===== config.mk =====
export PLATFORM = sky130hd
export DESIGN_NAME = vga_pixel_gen
export DESIGN_NICKNAME = d
export VERILOG_FILES = /design/src/rtl/vga_pixel_gen_pkg.sv /design/src/rtl/player_sprite_rom.sv /design/src/rtl/vga_pixel_gen.sv
export SDC_FILE = /design/constraint.sdc
export NUM_CORES = 1
export LEC_CHECK = 0
export ABC_AREA = 1
export CAP_MARGIN = 20
export CORE_MARGIN = 2
export CORE_UTILIZATION = 40
export CTS_BUF_LIST = sky130_fd_sc_hd__clkbuf_2
export DETAILED_ROUTE_END_ITERATION = 12
export MAX_ROUTING_LAYER = met4
export SLEW_MARGIN = 20
export SYNTH_ARGS = -nofsm -noshare
export SYNTH_HDL_FRONTEND = slang
export SYNTH_SLANG_ARGS = --single-unit

===== constraint.sdc =====
create_clock -name clk -period 3.1 [get_ports clk]
set_input_delay 0.93 -clock clk [delete_from_list [all_inputs] [get_ports clk]]
set_output_delay 0.93 -clock clk [all_outputs]
set_load 0.005 [all_outputs]

===== src/rtl/vga_pixel_gen_pkg.sv =====
// Shared VGA 640x480 timing constants, colours and types for vga_pixel_gen.
package vga_pixel_gen_pkg;

  localparam logic [9:0] H_SYNC  = 10'd96;
  localparam logic [9:0] H_BP    = 10'd48;
  localparam logic [9:0] H_DISP  = 10'd640;
  localparam logic [9:0] H_FP    = 10'd16;
  localparam logic [9:0] H_TOTAL = H_SYNC + H_BP + H_DISP + H_FP;

  localparam logic [9:0] V_SYNC  = 10'd2;
  localparam logic [9:0] V_BP    = 10'd33;
  localparam logic [9:0] V_DISP  = 10'd480;
  localparam logic [9:0] V_FP    = 10'd10;
  localparam logic [9:0] V_TOTAL = V_SYNC + V_BP + V_DISP + V_FP;

  localparam logic [9:0] H_ACT_START = H_SYNC + H_BP;
  localparam logic [9:0] H_ACT_END   = H_ACT_START + H_DISP;
  localparam logic [9:0] V_ACT_START = V_SYNC + V_BP;
  localparam logic [9:0] V_ACT_END   = V_ACT_START + V_DISP;

  localparam logic [7:0] COL_BLACK  = 8'b000_000_00;
  localparam logic [7:0] COL_GREEN  = 8'b000_111_00;
  localparam logic [7:0] COL_GROUND = 8'b000_101_00;

  typedef enum logic {StUnlocked, StLocked} lock_state_e;

  typedef enum logic [1:0] {PhSync, PhBack, PhActive, PhFront} h_phase_e;

  function automatic h_phase_e h_phase(input logic [9:0] h);
    if (h < H_SYNC)         return PhSync;
    else if (h < H_ACT_START) return PhBack;
    else if (h < H_ACT_END) return PhActive;
    else                    return PhFront;
  endfunction

endpackage


===== src/rtl/player_sprite_rom.sv =====
// Player ship bitmap: 8 rows of 16 pixels, bit 15 is the leftmost pixel.
module player_sprite_rom (
  input  logic [2:0]  row,
  output logic [15:0] line
);

  always_comb begin
    line = 16'h0000;
    unique case (row)
      3'd0: line = 16'h0180;
      3'd1: line = 16'h03C0;
      3'd2: line = 16'h03C0;
      3'd3: line = 16'h7FFE;
      3'd4: line = 16'hFFFF;
      3'd5: line = 16'hFFFF;
      3'd6: line = 16'hFFFF;
      3'd7: line = 16'hFFFF;
      default: line = 16'h0000;
    endcase
  end

endmodule


===== src/rtl/vga_pixel_gen.sv =====
// Rebuilds beam position from hsync/vsync edges and draws the playfield.
// Define VGA_TESTPATTERN_EN to replace the game drawing with 8 colour bars.
module vga_pixel_gen
  import vga_pixel_gen_pkg::*;
#(
  parameter int unsigned PLAYER_Y = 440,
  parameter int unsigned GROUND_Y = 470,
  parameter int unsigned SPRITE_W = 16,
  parameter int unsigned SPRITE_H = 8
) (
  input  logic       clk,
  input  logic       rst,
  input  logic       clk_pixel,
  input  logic       hsync,
  input  logic       vsync,
  input  logic [9:0] player_x,
  output logic [2:0] red,
  output logic [2:0] green,
  output logic [1:0] blue,
  output logic [9:0] pixel_x,
  output logic [9:0] pixel_y,
  output logic       active,
  output logic       frame_start
);

  localparam logic [9:0] PY     = 10'(PLAYER_Y);
  localparam logic [9:0] GY     = 10'(GROUND_Y);
  localparam logic [9:0] SW     = 10'(SPRITE_W);
  localparam logic [9:0] SH     = 10'(SPRITE_H);
  localparam logic [9:0] PX_MAX = H_DISP - SW;

  lock_state_e lock_q, lock_d;
  h_phase_e    h_ph;

  logic       hs_prev_q, vs_prev_q, hs_fall, vs_fall;
  logic [9:0] hcount_q, hcount_d, vcount_q, vcount_d;
  logic [9:0] px_lat_q, px_lat_d;
  logic [9:0] cur_x, cur_y;
  logic [9:0] pixel_x_q, pixel_x_d, pixel_y_q, pixel_y_d;
  logic [7:0] rgb_q, rgb_d, colour;
  logic       active_q, active_d, in_win;

  assign hs_fall     = clk_pixel & hs_prev_q & ~hsync;
  assign vs_fall     = clk_pixel & vs_prev_q & ~vsync;
  assign frame_start = vs_fall;

  // vsync edge wins over a coincident hsync edge
  always_comb begin
    hcount_d = hcount_q;
    vcount_d = vcount_q;
    if (vs_fall) begin
      hcount_d = '0;
      vcount_d = '0;
    end else if (hs_fall) begin
      hcount_d = '0;
      if (vcount_q != '1) vcount_d = vcount_q + 10'd1;
    end else if (hcount_q != '1) begin
      hcount_d = hcount_q + 10'd1;
    end
  end

  always_comb begin
    lock_d = lock_q;
    case (lock_q)
      StUnlocked: if (vs_fall) lock_d = StLocked;
      StLocked:   if (hcount_d >= H_TOTAL || vcount_d >= V_TOTAL) lock_d = StUnlocked;
      default:    lock_d = StUnlocked;
    endcase
  end

  assign px_lat_d = vs_fall ? ((player_x > PX_MAX) ? PX_MAX : player_x) : px_lat_q;

  assign h_ph   = h_phase(hcount_q);
  assign in_win = (lock_q == StLocked) && (h_ph == PhActive) &&
                  (vcount_q >= V_ACT_START) && (vcount_q < V_ACT_END);
  assign cur_x  = hcount_q - H_ACT_START;
  assign cur_y  = vcount_q - V_ACT_START;

`ifdef VGA_TESTPATTERN_EN
  logic [5:0] bar;

  assign bar    = cur_x[9:4] / 6'd5;
  assign colour = {{3{bar[2]}}, {3{bar[1]}}, {2{bar[0]}}};
`else
  logic [9:0]  sx_off, sy_off;
  logic [15:0] rom_line;
  logic        spr_hit;

  assign sx_off = cur_x - px_lat_q;
  assign sy_off = cur_y - PY;

  player_sprite_rom u_rom (
    .row  (sy_off[2:0]),
    .line (rom_line)
  );

  assign spr_hit = (cur_x >= px_lat_q) && (sx_off < SW) &&
                   (cur_y >= PY) && (sy_off < SH) &&
                   rom_line[4'd15 - sx_off[3:0]];

  always_comb begin
    colour = COL_BLACK;
    if (spr_hit)          colour = COL_GREEN;
    else if (cur_y == GY) colour = COL_GROUND;
  end
`endif

  assign active_d  = in_win;
  assign rgb_d     = in_win ? colour : COL_BLACK;
  assign pixel_x_d = in_win ? cur_x : '0;
  assign pixel_y_d = in_win ? cur_y : '0;

  always_ff @(posedge clk or negedge rst) begin
    if (!rst) begin
      lock_q    <= StUnlocked;
      hs_prev_q <= 1'b1;
      vs_prev_q <= 1'b1;
      hcount_q  <= '0;
      vcount_q  <= '0;
      px_lat_q  <= '0;
      rgb_q     <= COL_BLACK;
      active_q  <= 1'b0;
      pixel_x_q <= '0;
      pixel_y_q <= '0;
    end else if (clk_pixel) begin
      lock_q    <= lock_d;
      hs_prev_q <= hsync;
      vs_prev_q <= vsync;
      hcount_q  <= hcount_d;
      vcount_q  <= vcount_d;
      px_lat_q  <= px_lat_d;
      rgb_q     <= rgb_d;
      active_q  <= active_d;
      pixel_x_q <= pixel_x_d;
      pixel_y_q <= pixel_y_d;
    end
  end

  assign {red, green, blue} = rgb_q;
  assign active  = active_q;
  assign pixel_x = pixel_x_q;
  assign pixel_y = pixel_y_q;

endmodule


Word level (Yosys, flattened, before mapping)
Memories as Yosys holds them, arrays and structs flattened.
Index checks and enable logic that the tools add are counted.
{"block": "totals", "mem_bits_ro": 112, "out_inout_bits": 30, "mem_count": 1, "wordCells": 71, "input_bits": 15, "reg_bits": 62}
{"name": "(no name shown)", "depth": 8, "width": 14, "rd": 1, "rd_clocked_by_memory_dff": 0, "wr": 0, "line": "player_sprite_rom.sv:9", "rtl": "unique case (row)"}
{"block": "op_classes", "bitwise_logic": 7, "n_eq_ne": 4, "order_cmp": 13, "mux": 20, "add_sub_neg": 7, "reduce_logical": 9}
{"cell": "10-bit 2-to-1 mux", "count": 9}
{"cell": "10-bit by 1-bit adder with 10-bit output, second input constant", "count": 2}
{"cell": "10-bit greater-or-equal comparator, second input constant", "count": 2}
{"cell": "10-bit < comparator, second input constant", "count": 2}
{"cell": "10-bit inequality test, second input constant", "count": 2}
{"cell": "10-bit by 9-bit equality test with 1-bit output, second input constant", "count": 1}
{"cell": "10-bit greater-or-equal comparator", "count": 1}
{"cell": "10-bit by 6-bit greater-or-equal comparator with 1-bit output, second input constant", "count": 1}
{"cell": "10-bit by 9-bit greater-or-equal comparator with 1-bit output, second input constant", "count": 1}
{"cell": "10-bit greater-than comparator, second input constant", "count": 1}
{"cell": "10-bit by 4-bit < comparator with 1-bit output, second input constant", "count": 1}
{"cell": "10-bit by 5-bit < comparator with 1-bit output, second input constant", "count": 1}
{"cell": "10-bit by 7-bit < comparator with 1-bit output, second input constant", "count": 1}
{"cell": "10-bit by 8-bit < comparator with 1-bit output, second input constant", "count": 1}
{"cell": "5-bit 2-to-1 mux", "count": 2}
{"cell": "10-bit subtractor", "count": 1}
{"cell": "10-bit by 6-bit subtractor with 10-bit output, second input constant", "count": 1}
{"cell": "10-bit by 8-bit subtractor with 10-bit output, second input constant", "count": 1}
{"cell": "10-bit by 9-bit subtractor with 10-bit output, second input constant", "count": 1}
{"cell": "8-bit 2-to-1 mux", "count": 1}
{"cell": "1-bit logical AND", "count": 7}
{"cell": "4-bit by 5-bit < comparator with 1-bit output, second input constant", "count": 1}
{"cell": "1-bit AND", "count": 4}
{"cell": "1-bit binary-select mux with 4-bit select", "count": 1}
{"cell": "8 further kinds", "count": 14}

Longest topological paths before layout
Gate-level depths: netlist of run 1.
{"block": "depth", "depth_word": 9, "ltp_mapped": 16}

By module
From an unflattened synthesis of run 1, not the netlist that was laid out.
{"block": "hier_totals", "cells_unflattened": 581, "hier_area_um2": 4155.2}
{"module": "vga_pixel_gen", "seq_area_each_um2": 1403.8, "cells_each": 561, "area_each_um2": 4027.6, "instances": 1}
{"module": "player_sprite_rom", "seq_area_each_um2": 0.0, "cells_each": 20, "area_each_um2": 127.6, "instances": 1}

Worst setup path after synthesis of run 1
Ideal clock, no wire load.
{"block": "synth_timing", "path_type": "input port to output port", "from": "in vsync", "to": "out frame_start", "path_stages": 5, "t_required_ns": 2.170, "path_slack_ns": 0.506, "arrival_ns": 1.664, "cell_sequence": "inv_1 > nand2_1 > nor2_2 > buf_2 > buf_1"}
{"block": "synth_between", "elab_chain_len": 2}
{"element": "start, declared", "line": "vga_pixel_gen.sv:15", "rtl": "input logic vsync,"}
{"element": "1-bit inverter", "line": "vga_pixel_gen.sv:44", "rtl": "assign vs_fall = clk_pixel & vs_prev_q & ~vsync;"}
{"element": "1-bit AND", "line": "vga_pixel_gen.sv:44"}
{"element": "end, declared", "line": "vga_pixel_gen.sv:23", "rtl": "output logic frame_start"}
Every way passes these cells.

Worst setup path in the final report of run 1
Same ends and word-level chain as after synthesis.

==> reports/results.tsv, run 1 <==
metric	value	unit
status	completed	
worst-slew-pin-transition	709	ps
end_kind	output pin	
syn_to_final_growth	15.4	%
slowest_stage	clkdlybuf4s50_1	
worstHoldStart	rgb_q[3]	
p_int	1.25	mW
ys_seq_elements	56	
crit_fanout	2	
regArea	0.00140	mm2
postCtsSetupBuffers	0	
fp-row-count	35	
hold_buffers	0	
viasPerCell	4.93	
yosysMostFrequentCell	nand2_1	
fin_tns_setup	0	ps
path_cells	clkdlybuf4s50_1 > inv_1 > nand2_1 > nor2_4 > dlygate4sd2_1	
finalHoldViolCount	0	
worstSkewPairLatency	470	ps
synth_area_leader_cell	dfrtp_1	
holdWs	518	ps
initial_core_util	0.411	
cts_tree	built	
track_usage	0.195	
wl	9250	um
nNetsFinal	612	
power_frac_seq	0.393	
critPathRequiredTime	2170	ps
grt_overflow	0	
clock_sinks	56	
maxClockFrequency	351	MHz
synth_edf_count	0	
post_cts_resized	2	
drive_gt1_frac	0.0794	
core	0.00924	mm2
drt_pass1_iterations	4	
die_area	0.0103	mm2
crit_start	vsync	
ys_top_cells_by_area	dfrtp_1, nand2_1, inv_1	
slew_headroom	0.528	
r2r-start	hcount_q[4]	
synth_cell_types	38	
clk_pin_slew_worst_paths	300	ps
antennaDiodeCount	0	
period_minus_slack	2850	ps
fp.dieH	101	um
finalSetupViolations	0	
combPwrFrac	0.463	
critPathMaxStageDelay	400	ps
arrival	1920	ps
cts_root_buf	clkbuf_2	
fill_cells	954	
antenna_found_initial	0	
routedWlPerCell	13.1	um
ioPinCount	45	
power.density	519	mW/mm2
p_sw	1.02	mW
clockBufferDepth	2	
timing.final.crit_share	0.920	
worstHoldPathType	flip-flop to flip-flop	
ys.flop_type	dfrtp_1	
die_w	101	um
grt_pass1_wl	15500	um
drv_slew	0	
vias	3491	
rsz0062_at_grt	no	
synth.top_cells.by_count	nand2_1, inv_1, dfrtp_1	
synthCells	536	
criticalPathCategory	input port to output pin	
cts_buffers	5	
drc	0	
ctsHtreeMaxLevel	2	
clockPowerShare	0.144	
leakage	2.30	nW
async_flop_share	1.00	
dp_hpwl	7180	um
grt_max_degree	57	
skew	16.0	ps
swShare	0.450	
ant_nets	0	
seq_area_frac_synth	0.370	
multi_input_area	0.00202	mm2
peakVddDrop	0.000227	V
synth.avg_cell_area	7.08	um2
ys_warn_count	0	
synth_area	0.00380	mm2
drt_iter0_drc	149	
maxCapViolCount	0	
synth_top_area_share	0.356	
critPathLaunchType	input port	
gp_congestion	0.931	
grt_pass1_vias	3290	
portBuffers	39	
[metal layers]
metal	wire length, um	vias up	GRT usage
li1	-	1798	-
met5	0	-	-
met2	4140	66	0.303
met1	4630	1619	0.274
met3	387	8	0.0228
met4	97	0	0.0437
[cell type report]
type / count / share of cell area
multi-input combinational: 386 / 0.461
clock buffer: 5 / 0.00571
timing repair buffer: 45 / 0.0979
inverter: 84 / 0.0720
clock inverter: 3 / 0.00600
tap: 129 / 0.0368
sequential: 56 / 0.320
[worst max-delay path, delay by kind of cell]
family / cells / cell delay, ps
buffers and inverters: 3 / 730
AND/OR/NAND/NOR: 2 / 270
[power by group through the flow]
stage               registers, mW  clock network (mW)  logic (mW)
floorplan                   0.875                   0       0.810
global placement            0.904                   0        1.02
detailed placement          0.905                   0        1.04
CTS                         0.892               0.343        1.05
global route                0.905               0.369        1.21
finish                      0.894               0.328        1.05
[final timing paths]
path                               end  slack [ps]  cells after the start
max                        frame_start         250                      5
min                           rgb_q[3]         520                      2
max reg2reg                   rgb_q[3]         330                     16
min reg2reg                   rgb_q[3]         520                      2
max in group asynchronous       lock_q        2110                      2
min in group asynchronous  hcount_q[2]         530                      2
[registers in the layout (all words and copies together) (netlist names)]
signal,flops
pixel_y,10
vcount_q,10
vs_prev_q,1
lock_q,1
rgb_q,2
px_lat_q,10
pixel_x,10
hs_prev_q,1
active,1
hcount_q,10
[cells in the final DEF (no fill, tap or decap), types with 5 or more instances in the layout]
master           netlist  final
xor2_1                 6      6
clkbuf_2               0      5
conb_1                 1      5
dfrtp_1               54     54
a21oi_1               15     15
inv_2                  9      9
ha_1                  18     18
clkdlybuf4s50_1        0     37
nand4_1               11     11
nand2_1              148    148
nand3_1               50     50
inv_1                 75     75
buf_4                  6      6
nor2_1                38     38
o21ai_0               47     47
nand2_2                5      5
nor2_4                 4      5
[cells by family after synthesis]
family,after synthesis,share of synthesized area
simple gates,273,0.325
xor+xnor,9,0.0208
compound gates,80,0.115
other cells,1,0.000988
fa+ha+maj,19,0.0646
buf+inv,98,0.103
flops,56,0.370
[per-stage QoR]
stage               total power, mW  instance area, um2   util  worst slack (ps)  std cells
floorplan                      1.68                3810      -               506        540
global placement               1.93                4330  0.468             -60.7        700
detailed placement             1.95                4330  0.468             -58.2        700
CTS                            2.29                4380  0.474               229        708
global route                   2.49                4380  0.474               126        708
finish                         2.27                4380  0.474               249        708
(Power assumes the default switching activity.)
==> run 2: changes to the inputs <==
CORE_UTILIZATION = 45   (was 40)
PLACE_DENSITY = 0.69   (was not set)
clock period = 2.61 ns   (was 3.1 ns; I/O delays follow)
==> reports/results.tsv, run 2 (synthesized netlist as in run 1, its figures left out) <==
metric	value	unit	change
status	completed		
worstSkewPairLatency	470	ps	about the same
power_frac_seq	0.374		-0.019
peakVddDrop	0.000276	V	+21%
antenna_found_initial	0		unchanged
initial_core_util	0.462		+0.0512
gp_congestion	0.872		-6.3%
clockBufferDepth	2		unchanged
final_common_cell	nand2_1		
clock_sinks	56		unchanged
drc	0		unchanged
drt_iter0_drc	169		+13%
regArea	0.00140	mm2	unchanged
ctsHtreeMaxLevel	2		unchanged
syn_to_final_growth	20.6	%	
fin_tns_setup	0	ps	unchanged
reg2reg_depth	16		unchanged
criticalPathCategory	input port to output pin		
fill_cells	797		-16%
portBuffers	39		unchanged
maxClockFrequency	394	MHz	
grt_pass1_vias	3425		+4.1%
dp_hpwl	7520	um	+4.7%
track_usage	0.233		+0.0384
power.density	612	mW/mm2	+18%
drive_gt1_frac	0.135		+0.0551
slew_headroom	0.520		-0.00815
vias	3652		+4.6%
r2r_end	rgb_q[3]		
antennaDiodeCount	0		unchanged
die_w	95.9	um	-5.5%
drt_pass1_iterations	5		+1
crit_fanout	2		unchanged
period_minus_slack	2540	ps	
wl	9850	um	+6.5%
end_kind	output pin		
final_cells	707		-0.14%
swShare	0.446		-0.00389
core	0.00822	mm2	-11%
multi_input_area	0.00208	mm2	+3.0%
drv_slew	0		unchanged
arrival	1760	ps	-160 ps
maxCapViolCount	0		unchanged
p_int	1.55	mW	+24%
skew	26.8	ps	+10.8 ps
grt_max_degree	57		unchanged
cts_root_buf	clkbuf_2		
ant_nets	0		unchanged
clockPowerShare	0.131		-0.013
power	2.80	mW	+23%
leakage	2.42	nW	+5.4%
nNetsFinal	635		+3.8%
worstHoldPathType	input port to async pin		
worst-slew-pin-transition	721	ps	+12.2 ps
dp_cells	697		-0.43%
fp-row-count	33		-5.7%
viasPerCell	5.17		+4.8%
cts_buffers	5		unchanged
timing.final.crit_share	0.974		
finalSetupViolations	0		unchanged
r2r_slack	210	ps	-120 ps
die_area	0.00919	mm2	-11%
clk_pin_slew_worst_paths	320	ps	+20 ps
p_sw	1.25	mW	+22%
r2r-start	hcount_q[0]		
cts_tree	built		
grt_overflow	0		unchanged
combPwrFrac	0.495		+0.032
critPathLaunchType	input port		
layout_common_cells	nand2_1, inv_1, dfrtp_1, nand3_1, o21ai_0		
finalHoldViolCount	0		unchanged
critPathRequiredTime	1830	ps	-340 ps
routedWlPerCell	13.9	um	+6.7%
grt_pass1_wl	16400	um	+5.5%
fp.dieH	95.9	um	-5.5%
ioPinCount	45		unchanged
rsz0062_at_grt	no		
run 2: power by group through the flow:
stage / sequential [mW] / combinational (mW) / clock (mW)
finish: 1.05 / 1.39 / 0.366
CTS: 1.05 / 1.34 / 0.374
global placement: 1.06 / 1.29 / 0
detailed placement: 1.06 / 1.33 / 0
floorplan: 1.04 / 0.962 / 0
global route: 1.06 / 1.57 / 0.406
run 2: worst max path at each step:
stage / start / endpoint / slack, ps / cells past startpoint
5_1_grt: hcount_q[5] / rgb_q[3] / 5 / 16
4_1_cts: vsync / frame_start / 80 / 5
3_3_place_gp: clk_pixel / frame_start / -240 / 4
3_5_place_dp: clk_pixel / frame_start / -230 / 4
2_1_floorplan: vsync / frame_start / 310 / 5
6_report: vsync / frame_start / 70 / 5
run 2: what timing repair did:
action | CTS | global route
resized for setup | 2 | 14
hold buffers | 0 | 0
pin swaps | 0 | 1
setup buffers | 0 | 2
endpoints found under the setup margin | 1 | 2
run 2: critical path, stage by stage:
cell and delay [ps]:
clkdlybuf4s50_1 400, inv_1 70, nand2_1 100, nor2_4 140, dlygate4sd2_1 260
run 2: stage by stage:
step | cell area [um2] | hold WS, ps | setup slack (ps) | util
after detailed placement | 4450 | 470 | -229 | 0.542
final | 4580 | 381 | 69.1 | 0.557
after global routing | 4580 | 417 | 4.94 | 0.557
after global placement | 4450 | 464 | -244 | 0.542
after floorplan | 3810 | 456 | 310 | -
after CTS | 4500 | 410 | 79.9 | 0.548
run 2: final cells by class:
class	instances	share of cell area
clock buffers	5	0.00547
clock inverters	3	0.00410
inverters	84	0.0689
multi-input cells	386	0.455
flip-flops and latches	56	0.307
well taps	105	0.0287
repair buffers	68	0.131
run 2: metal layers:
layer / vias to the layer above / track usage / wire, um
li1: 1839 / - / -
met1: 1712 / 0.325 / 4660
met2: 90 / 0.367 / 4640
met3: 11 / 0.0266 / 444
met4: 0 / 0.0536 / 104
met5: - / - / 0
==> run 3: changes to the inputs <==
CORE_UTILIZATION = 53   (was 45)
PLACE_DENSITY = 0.79   (was 0.69)
==> reports/results.tsv, run 3 (synthesized netlist as in run 1, its figures left out) <==
metric	value	unit	change
gp_congestion	0.914		+4.8%
hold_buffers	0		unchanged
crit_buf_inv	3		unchanged
ioPinCount	45		unchanged
die_w	88.6	um	-7.5%
grt_overflow	0		unchanged
portBuffers	39		unchanged
die_area	0.00786	mm2	-14%
grt_pass1_wl	14900	um	-8.8%
clk_pin_slew_worst_paths	290	ps	-30 ps
power	2.75	mW	-1.8%
slowest_stage	clkdlybuf4s50_1		
fin_tns_setup	0	ps	unchanged
nNetsFinal	630		-0.79%
clockBufferDepth	2		unchanged
wl	9070	um	-7.9%
track_usage	0.248		+0.0143
criticalPathCategory	input port to output pin		
end_kind	output pin		
critPathRequiredTime	1830	ps	about the same
core	0.00687	mm2	-16%
skew	17.0	ps	-9.83 ps
crit_fanout	2		unchanged
ant_nets	0		unchanged
final_common_cell	nand2_1		
syn_to_final_growth	19.4	%	
peakVddDrop	0.000289	V	+4.4%
dp_hpwl	7140	um	-5.1%
power.density	607	mW/mm2	-0.89%
r2r_end	rgb_q[3]		
use_met1	0.329		+0.00397
vias	3677		+0.68%
critPathMaxStageDelay	500	ps	+100 ps
layout_common_cells	nand2_1, inv_1, dfrtp_1, nand3_1, o21ai_0		
grt_max_degree	33		-42%
viasPerCell	5.31		+2.7%
path_cells	clkdlybuf4s50_1 > inv_2 > nor2_4 > dlygate4sd2_1		
dp_cells	681		-2.3%
drt_pass1_iterations	5		unchanged
worst-slew-pin-transition	571	ps	-150 ps
grt_pass1_vias	3425		unchanged
drive_gt1_frac	0.121		-0.0139
fill_cells	580		-27%
cp_top_family	buffers and inverters		
fp.dieH	88.6	um	-7.5%
status	completed		
rsz0062_at_grt	no		
clock_sinks	56		unchanged
use_met3	0.0289		+0.00229
reg2reg_depth	16		unchanged
critPathLaunchType	input port		
drv_slew	0		unchanged
finalSetupViolations	0		unchanged
timing.final.crit_share	0.966		-0.00710
cts_root_buf	clkbuf_2		
fp-row-count	30		-9.1%
maxClockFrequency	396	MHz	+0.73%
cts_buffers	5		unchanged
drc	0		unchanged
routedWlPerCell	13.1	um	-6.0%
r2r_slack	230	ps	+20 ps
worstSkewPairLatency	460	ps	about the same
finalHoldViolCount	0		unchanged
initial_core_util	0.553		+0.0907
leakage	2.40	nW	-0.87%
slew_headroom	0.619		+0.0997
cts_tree	built		
final_cells	693		-2.0%
drt_iter0_drc	265		+57%
worstHoldPathType	input port to async pin		
antennaDiodeCount	0		unchanged
antenna_found_initial	0		unchanged
arrival	1740	ps	-20 ps
grt-busiest-layer	met2		
r2r-start	hcount_q[4]		
grtUsageMet2	0.402		+0.0345
ctsHtreeMaxLevel	2		unchanged
maxCapViolCount	0		unchanged
period_minus_slack	2520	ps	-18.5 ps
run 3: cell types whose count changed in the layout (fill, tap and decap cells not counted), sizes merged:
cell	before	now
buf	30	25
run 3: timing repair:
| item | in CTS | in global routing |
|---|---|---|
| resized for setup | 2 | 8 |
| buffers inserted | 0 | 4 |
| pin swaps | 0 | 1 |
| setup endpoints to repair | 1 | 2 |
run 3: worst max path at each step:
stage,startpoint,to,slack (ps),cells past startpoint
final,clk_pixel,frame_start,90,4
after CTS,clk_pixel,frame_start,80,4
after global routing,hcount_q[4],rgb_q[3],20,16
after detailed placement,clk_pixel,frame_start,-230,4
after floorplan,vsync,frame_start,310,5
after global placement,clk_pixel,frame_start,-250,4
run 3: area by class of cell:
class                   count  area (um2)  share of cell area
clock buffers               5        25.0             0.00552
clock inverters             3        23.8             0.00524
inverters                  84         315              0.0695
multi-input cells         386        2070               0.456
flip-flops and latches     56        1400               0.310
well taps                  96         120              0.0265
repair buffers             63         577               0.127
run 3: stage by stage:
stage | util | hold WS [ps] | instance area, um2 | setup slack (ps)
6_report | 0.660 | 253 | 4530 | 87.6
4_1_cts | 0.649 | 259 | 4460 | 82.3
2_1_floorplan | - | 456 | 3810 | 310
3_5_place_dp | 0.641 | 479 | 4400 | -229
5_1_grt | 0.660 | 282 | 4530 | 15.1
3_3_place_gp | 0.641 | 465 | 4400 | -247
run 3: metal layers:
layer | wire length [um] | vias up
met5 | 0 | -
met4 | 144 | 0
met3 | 505 | 17
met2 | 4260 | 113
met1 | 4170 | 1723
li1 | - | 1824
run 3: worst reg2reg max path, stage by stage, from the launching register on:
cell	delay, ps
dfrtp_1	440
inv_2	90
ha_1	230
xnor2_1	200
inv_1	90
ha_1	290
nand2_1	110
inv_1	60
a21oi_2	140
nand2_1	60
nand2_1	50
nand2_1	50
nor2_1	130
nand3_1	120
nor2_1	110
nand4_1	120
nand2_1	90
run 3: power breakdown:
part | internal, mW | switching, mW
logic | 0.516 | 0.822
clock network | 0.0669 | 0.292
registers | 0.953 | 0.0994
total | 1.54 | 1.21
